--- src/rtl/lagd_fifo_push_sched.sv ---
// lagd_fifo_push_sched: round-robin push scheduler in front of one shared lagd_fifo_v3.
// Arbitrates NUM_REQ push requesters onto a single FIFO write port, sequences a
// one-cycle FIFO flush and stalls requesters while the FIFO is full or being flushed.
// Optional per-requester grant statistics are enabled with the macro
// LAGD_FIFO_PUSH_SCHED_STATS_EN (adds grant_cnt_o, 16-bit saturating counters).
module lagd_fifo_push_sched #(
  parameter  int NUM_REQ    = 4,
  parameter  int DATA_WIDTH = 32,
  localparam int IDX_W      = $clog2(NUM_REQ)
) (
  input  logic                          clk_i,
  input  logic                          rst_i,
  input  logic                          en_i,
  input  logic                          flush_req_i,
  input  logic [NUM_REQ-1:0]            req_valid_i,
  input  logic [NUM_REQ-1:0]            req_none_i,
  input  logic [NUM_REQ*DATA_WIDTH-1:0] req_data_i,
  output logic [NUM_REQ-1:0]            req_ready_o,
  input  logic                          fifo_full_i,
  output logic                          fifo_push_o,
  output logic                          fifo_push_none_o,
  output logic [DATA_WIDTH-1:0]         fifo_data_o,
  output logic                          fifo_flush_o,
  output logic [IDX_W-1:0]              grant_idx_o,
`ifdef LAGD_FIFO_PUSH_SCHED_STATS_EN
  output logic [NUM_REQ*16-1:0]         grant_cnt_o,
`endif
  output logic                          busy_o
);

  typedef enum logic [1:0] {ST_IDLE, ST_RUN, ST_FLUSH, ST_HOLD} state_e;

  state_e           state_q;
  logic [IDX_W-1:0] rr_ptr_q;
  logic [IDX_W-1:0] rr_ptr_d;
  logic [IDX_W-1:0] win_idx;
  logic             win_found;
  logic             grant;
  logic [DATA_WIDTH-1:0] data_arr [NUM_REQ];

  // Unpack the flat data bus into one word per requester.
  for (genvar gi = 0; gi < NUM_REQ; gi++) begin : g_unpack
    assign data_arr[gi] = req_data_i[gi*DATA_WIDTH +: DATA_WIDTH];
  end

  // Round-robin search: first valid requester starting at rr_ptr, wrapping at NUM_REQ-1.
  always_comb begin
    int cand;
    win_found = 1'b0;
    win_idx   = '0;
    cand      = 0;
    for (int i = 0; i < NUM_REQ; i++) begin
      cand = int'(rr_ptr_q) + i;
      if (cand >= NUM_REQ) cand = cand - NUM_REQ;
      if (!win_found && req_valid_i[cand[IDX_W-1:0]]) begin
        win_found = 1'b1;
        win_idx   = cand[IDX_W-1:0];
      end
    end
  end

  // Grants only in RUN with room in the FIFO; a flush request or reset in the
  // same cycle suppresses the grant so no word is pushed into a FIFO being cleared.
  assign grant = !rst_i && (state_q == ST_RUN) && en_i && !flush_req_i
                 && !fifo_full_i && win_found;

  assign rr_ptr_d = (win_idx == IDX_W'(NUM_REQ - 1)) ? '0 : win_idx + IDX_W'(1);

  for (genvar gi = 0; gi < NUM_REQ; gi++) begin : g_ready
    assign req_ready_o[gi] = grant && (win_idx == IDX_W'(gi));
  end

  assign fifo_push_o      = grant;
  assign fifo_push_none_o = grant && req_none_i[win_idx];
  assign fifo_data_o      = grant ? data_arr[win_idx] : '0;
  assign grant_idx_o      = grant ? win_idx : '0;
  // Outputs are held low during reset so a reset landing on FLUSH never pulses flush.
  assign fifo_flush_o     = !rst_i && (state_q == ST_FLUSH);
  assign busy_o           = !rst_i && ((state_q == ST_FLUSH) || (state_q == ST_HOLD));

  // Scheduler FSM and round-robin pointer.
  always_ff @(posedge clk_i) begin
    if (rst_i) begin
      state_q  <= ST_IDLE;
      rr_ptr_q <= '0;
    end else begin
      if (grant) rr_ptr_q <= rr_ptr_d;
      case (state_q)
        ST_IDLE:  if (flush_req_i) state_q <= ST_FLUSH;
                  else if (en_i)   state_q <= ST_RUN;
        ST_RUN:   if (flush_req_i) state_q <= ST_FLUSH;
                  else if (!en_i)  state_q <= ST_IDLE;
        ST_FLUSH: state_q <= ST_HOLD;
        ST_HOLD:  if (!flush_req_i) state_q <= en_i ? ST_RUN : ST_IDLE;
        default:  state_q <= ST_IDLE;
      endcase
    end
  end

`ifdef LAGD_FIFO_PUSH_SCHED_STATS_EN
  logic [15:0] cnt_q [NUM_REQ];

  for (genvar gi = 0; gi < NUM_REQ; gi++) begin : g_stats
    // Saturating grant counter, cleared together with the FIFO contents.
    always_ff @(posedge clk_i) begin
      if (rst_i || (state_q == ST_FLUSH)) begin
        cnt_q[gi] <= '0;
      end else if (req_ready_o[gi] && (cnt_q[gi] != 16'hFFFF)) begin
        cnt_q[gi] <= cnt_q[gi] + 16'd1;
      end
    end
    assign grant_cnt_o[gi*16 +: 16] = cnt_q[gi];
  end
`endif

endmodule

--- config.mk ---
export PLATFORM = sky130hd
export DESIGN_NAME = lagd_fifo_push_sched
export DESIGN_NICKNAME = d
export VERILOG_FILES = /design/src/rtl/lagd_fifo_push_sched.sv
export SDC_FILE = /design/constraint.sdc
export NUM_CORES = 1
export LEC_CHECK = 0
export ABC_AREA = 0
export CORE_MARGIN = 1.5
export CORE_UTILIZATION = 27
export DETAILED_ROUTE_END_ITERATION = 8
export GPL_TIMING_DRIVEN = 1
export HOLD_SLACK_MARGIN = 0.12
export PLACE_DENSITY = 0.86
export SLEW_MARGIN = 25
export SYNTH_ARGS = -nofsm -noshare
export SYNTH_HDL_FRONTEND = slang
export SYNTH_SLANG_ARGS = --single-unit
--- constraint.sdc ---
create_clock -name clk_i -period 3.4 [get_ports clk_i]
set_input_delay 0.68 -clock clk_i [delete_from_list [all_inputs] [get_ports clk_i]]
set_output_delay 0.68 -clock clk_i [all_outputs]
set_load 0.01 [all_outputs]
# == Word level (Yosys, flattened, before mapping) ==
# Index checks and enable logic that the tools add are counted.
# op_classes
reduce_logical,25
n_eq_ne,9
n_mux,35
order_cmp,10
n_addsub,8
bitwise,1
# ops
cell,count
$mux W32,3
$bmux W32 S2,1
$mux W2,15
$logic_and A1 B1 Y1,15
$lt A2 B3 Y1 const B,5
$ge A3 B3 Y1 const B,4
$bmux W1 S2,5
$mux W1,10
$eq A2 B2 Y1 const B,4
$pmux W2 S4,1
$sub A2 B1 Y2 const B,4
$add A2 B2 Y3 const B,2
$logic_not A1 Y1,6
$ne A3 B3 Y1 const B,2
$eq A2 B1 Y1 const B,2
$logic_not A2 Y1,2
$add A2 B1 Y3 const B,1
$ge A2 B3 Y1 const B,1
$not A2 Y3,1
$reduce_and A3 Y1,1
$add A2 B1 Y2 const B,1
$ne A2 B2 Y1 const B,1
$logic_or A1 B1 Y1,1
# totals
out_inout_bits,42
ff_bits,4

# == Depth between registers and ports, before layout ==
# logic_depth
depth_word,19
ltp_mapped,9
depth_no_buf,6

# == Least setup slack after synthesis ==
# OpenSTA, ideal clock, no wires.
# synth_path
path_type,input -> output
start,input port rst_i
end,output port fifo_data_o[0]
setup_slack_ps,429
n_path_buf,1
arrival_ps,2291
stages,5
required_time_ps,2720
path_cell_list,or4b_4 -> nor4_4 -> nand2_2 -> buf_6 -> o22ai_1
# synth_between
elab_chain_cells,7
# synth_lines
element,line_no,text
start: declaration,12,"input logic rst_i,"
$logic_not A1 Y1,64,assign grant = !rst_i && (state_q == ST_RUN) && en_i && !flush_req_i
$logic_and A1 B1 Y1 (3 in a row),64,
$logic_and A1 B1 Y1 (2 in a row),65,&& !fifo_full_i && win_found;
net fifo_push_o,20,"output logic fifo_push_o,"
$mux W32,75,assign fifo_data_o = grant ? data_arr[win_idx] : '0;
end: declaration,22,"output logic [DATA_WIDTH-1:0] fifo_data_o,"
# The timed path passes the listed nets, and every way through them passes these cells.

# == Worst setup path after layout ==
# layout_path
start,input port rst_i
end,output port grant_idx_o[0]
# layout_between
elab_chain_cells,7
# layout_lines
element,line_no,text
$logic_not A1 Y1,64,
$logic_and A1 B1 Y1 (3 in a row),64,
$logic_and A1 B1 Y1 (2 in a row),65,
$mux W2,76,assign grant_idx_o = grant ? win_idx : '0;
end: declaration,24,"output logic [IDX_W-1:0] grant_idx_o,"
# No other way between the ends.

==> results.tsv <==
stage	metric	value	unit
die	Core ar.	4750	um2
die	IO Count	183	
route	WL/cell	16.2	um
timing	final setup fails	0	
logic_synthesis	syn avg cell area	8.45	um2
route	Vias	2060	
route	DRT Pass-1 Iters	4	
cts	Root Buffer	clkbuf_8	
cts	clock sinks	4	
logic_synthesis	Post-Syn Nets	303	
setup_path	Crit-path slowest cell	or4b_4	
setup_path	R2R Setup Slk	1.56	ns
logic_synthesis	simple-gate portion of the synthesized area	0.107	
final_layout	final antenna diode count	0	
route	DRC viols	0	
outcome	status	finished, final reports clean	
logic_synthesis	Synth Area in Adders	0.0375	
setup_path	cell mode on critical path	buf_4	
final_layout	storage element area	80.1	um2
timing	Slew Limit Headroom	0.735	
die	die span in x	73.3	um
setup_path	Buf/Inv on CP	5	
logic_synthesis	Yosys reg bits	4	
final_layout	FILL cells	406	
die	Cell Rows	25	
placement	GPL Wtd Cong	0.757	
cts	CTS tree	done	
timing	Setup Skew	0.00254	ns
placement	area of placed instances	3300	um2
global_route	GRT Residual Overflow	0	
die	Die Footprint	5380	um2
cts	H-Tree Level Count	1	
logic_synthesis	Seq/Total Area, Yosys	0.0600	
cts	clock buffer count from CTS	3	
timing	crit share post-route	0.982	
pwr	PD cells	137	nW/um2
global_route	global-route wire length before repair	9.76	mm
timing	Max Slew Vio Count	0	
cts	Bufs on Longest Clock Path	2	
setup_path	CP Launch Type	input port	
logic_synthesis	Ys Warns	0	
hold_path	Hold Crit Class	flip-flop to flip-flop	
timing	Fmax	0.299	GHz
die	initial core utilization	0.281	
final_layout	Multi-input gate area	1190	um2
route	Final ANT Viol Nets	0	
cts	clk_lat worst skew	0.21	ns
timing	final setup TNS	0	ns
global_route	largest net degree at the start of global routing	26	
flow_run	Max-Cap Viols	0	
setup_path	WS Path Type	input port to primary output	
setup_path	Critical Path AT	2.66	ns
route	drt initial violations	24	
global_route	GR Util All Layers	0.234	
logic_synthesis	Mapped Cells	158	
cts	# hold bufs at CTS	0	
die	Die Ht	73.3	um
logic_synthesis	mux cell area share after synthesis	0.510	
global_route	antenna violations before repair	0	
final_layout	fin nets	496	
cts	Reg clk slew, reported paths	0.03	ns
logic_synthesis	Compound-Gate Fraction of Synth Area	0.190	
final_layout	Layout Cells excl Fill	416	
timing	unrepaired setup endpoints after global routing	true	
logic_synthesis	main combinational cell family by area after synthesis	multiplexers	
setup_path	CP delay by family, top	buffers and inverters	
timing	Final min period	3.34	ns
logic_synthesis	XOR/XNOR Fraction of Synth Area	0	
timing	final hold vios	0	
logic_synthesis	Unique masters post-synth	26	
route	Via density	4.95	
final_layout	Area Overhead vs Synth	145	%
route	final WL	6.75	mm
pwr	Tot Pwr	0.000447	W
setup_path	critical path capture point type	primary output	
logic_synthesis	Post-Syn Area	1340	um2
final_layout	share of post-route cells with drive strength above 1	0.195	
setup_path	Worst EP required	2.72	ns
setup_path	ordered cell list for the critical path	clkdlybuf4s50_1, or4b_4, nor4_4, buf_4, buf_4, nand2_8, clkinv_1, dlygate4sd2_1	
setup_path	Max Fanout on Critical Path	17	
placement	dpl hpwl	5.46	mm
pwr	VDD IR max	165	uV
final_layout	final instance area	3260	um2
placement	placed insts	407	
placement	Port Buffers	182	
timing	Worst Tran Pin Value	0.394	ns
pwr	leakage power figure	1.37	nW
global_route	vias in the first global route	2007	
setup_path	slowest stage delay, CP	0.53	ns
## cells by family (layout without fill, tap and decap cells)
logic type,Yosys count,count (layout)
compound gates,41,41
simple gates,20,21
mux,68,68
buf+inv,21,211
fa+ha+maj,4,4
flops,4,4
## sequential cells by signal, indices dropped and copies added, names as in the netlist
signal    count
state_q       2
rr_ptr_q      2
## through the flow
step	utilization	hold WS, ns	worst slack, ns
after floorplan	-	0.457	0.429
after global placement	0.695	0.484	-0.449
after detailed placement	0.695	0.493	-0.469
after CTS	0.680	0.497	0.00933
after global routing	0.687	0.537	-0.00128
final	0.687	0.492	0.0598
## final timing paths
kind                            startpoint  cells after the start              to
worst min register to register  state_q[1]                      2      state_q[0]
worst max-delay path                 rst_i                      8  grant_idx_o[0]
worst max register to register  state_q[1]                      8     rr_ptr_q[0]
worst min-delay path            state_q[1]                      2      state_q[0]
## synth_stat cells
master,n,area (um2)
clkinv_1,1,3.75
buf_1,4,15.0
buf_2,3,15.0
a21oi_1,4,20.0
nand2_1,1,3.75
o22ai_1,33,206
and2_1,6,37.5
mux2i_1,68,681
inv_1,6,22.5
nor2_1,3,11.3
buf_6,6,67.6
nor4_1,1,6.26
o21ai_0,2,10.0
o2bb2a_1,1,10.0
dfxtp_1,4,80.1
and3_1,1,6.26
nor3_1,2,10.0
nand2_4,1,11.3
nand2_2,1,6.26
nand2b_1,1,6.26
o21bai_1,1,7.51
nor4_4,1,21.3
and2b_2,1,8.76
ha_1,4,50.1
or4b_4,1,13.8
clkbuf_1,1,3.75
## power by group
part           switching (W)  internal (W)
clock              0.0000223     0.0000753
combinational      0.0000893      0.000209
sequential        0.00000123     0.0000496
## final cells by class
class                      count  area share
inverter                       7     0.00805
tap                           67      0.0257
sequential                     4      0.0245
timing repair buffer         201       0.564
clock buffer                   3      0.0126
multi-input combinational    134       0.365
## tightest hold or removal path: cells and delay by family, from the launching register on
family          cells  cell delay [ns]
flops               1             0.31
compound gates      2             0.13
## cell usage in the layout, fill, tap and decap left out
cell type / n
a21oi_1: 3
mux2i_1: 68
dlygate4sd2_1: 7
nor4_4: 1
buf_12: 4
o21bai_1: 1
and2b_2: 1
dfxtp_1: 4
nand2_4: 1
clkbuf_8: 3
o22ai_2: 4
clkinv_1: 1
nand2_8: 1
o22ai_1: 29
and2_1: 6
buf_2: 33
nor3_1: 2
nand2_2: 1
a21oi_2: 1
buf_4: 15
or4b_4: 1
inv_1: 6
o21ai_0: 2
ha_1: 4
nor2_1: 3
nand2b_1: 1
nand2_1: 1
nor4_2: 1
o2bb2a_4: 1
clkdlybuf4s50_1: 142
and3_1: 1
## routing by layer
metal | track usage | vias up | share of wire
li1 | - | 995 | -
met1 | 0.248 | 946 | 0.36
met2 | 0.465 | 109 | 0.54
met3 | 0.0480 | 10 | 0.088
met4 | 0.0556 | 0 | 0.018
met5 | 0 | - | 0
## what timing repair did
item | CTS | global route
buffers inserted | 3 | 2
setup endpoints to repair | 40 | 30
pin swaps | 2 | 2
gates resized for setup | 142 | 5
gates cloned | 1 | 0
(Power assumes the default switching activity.)
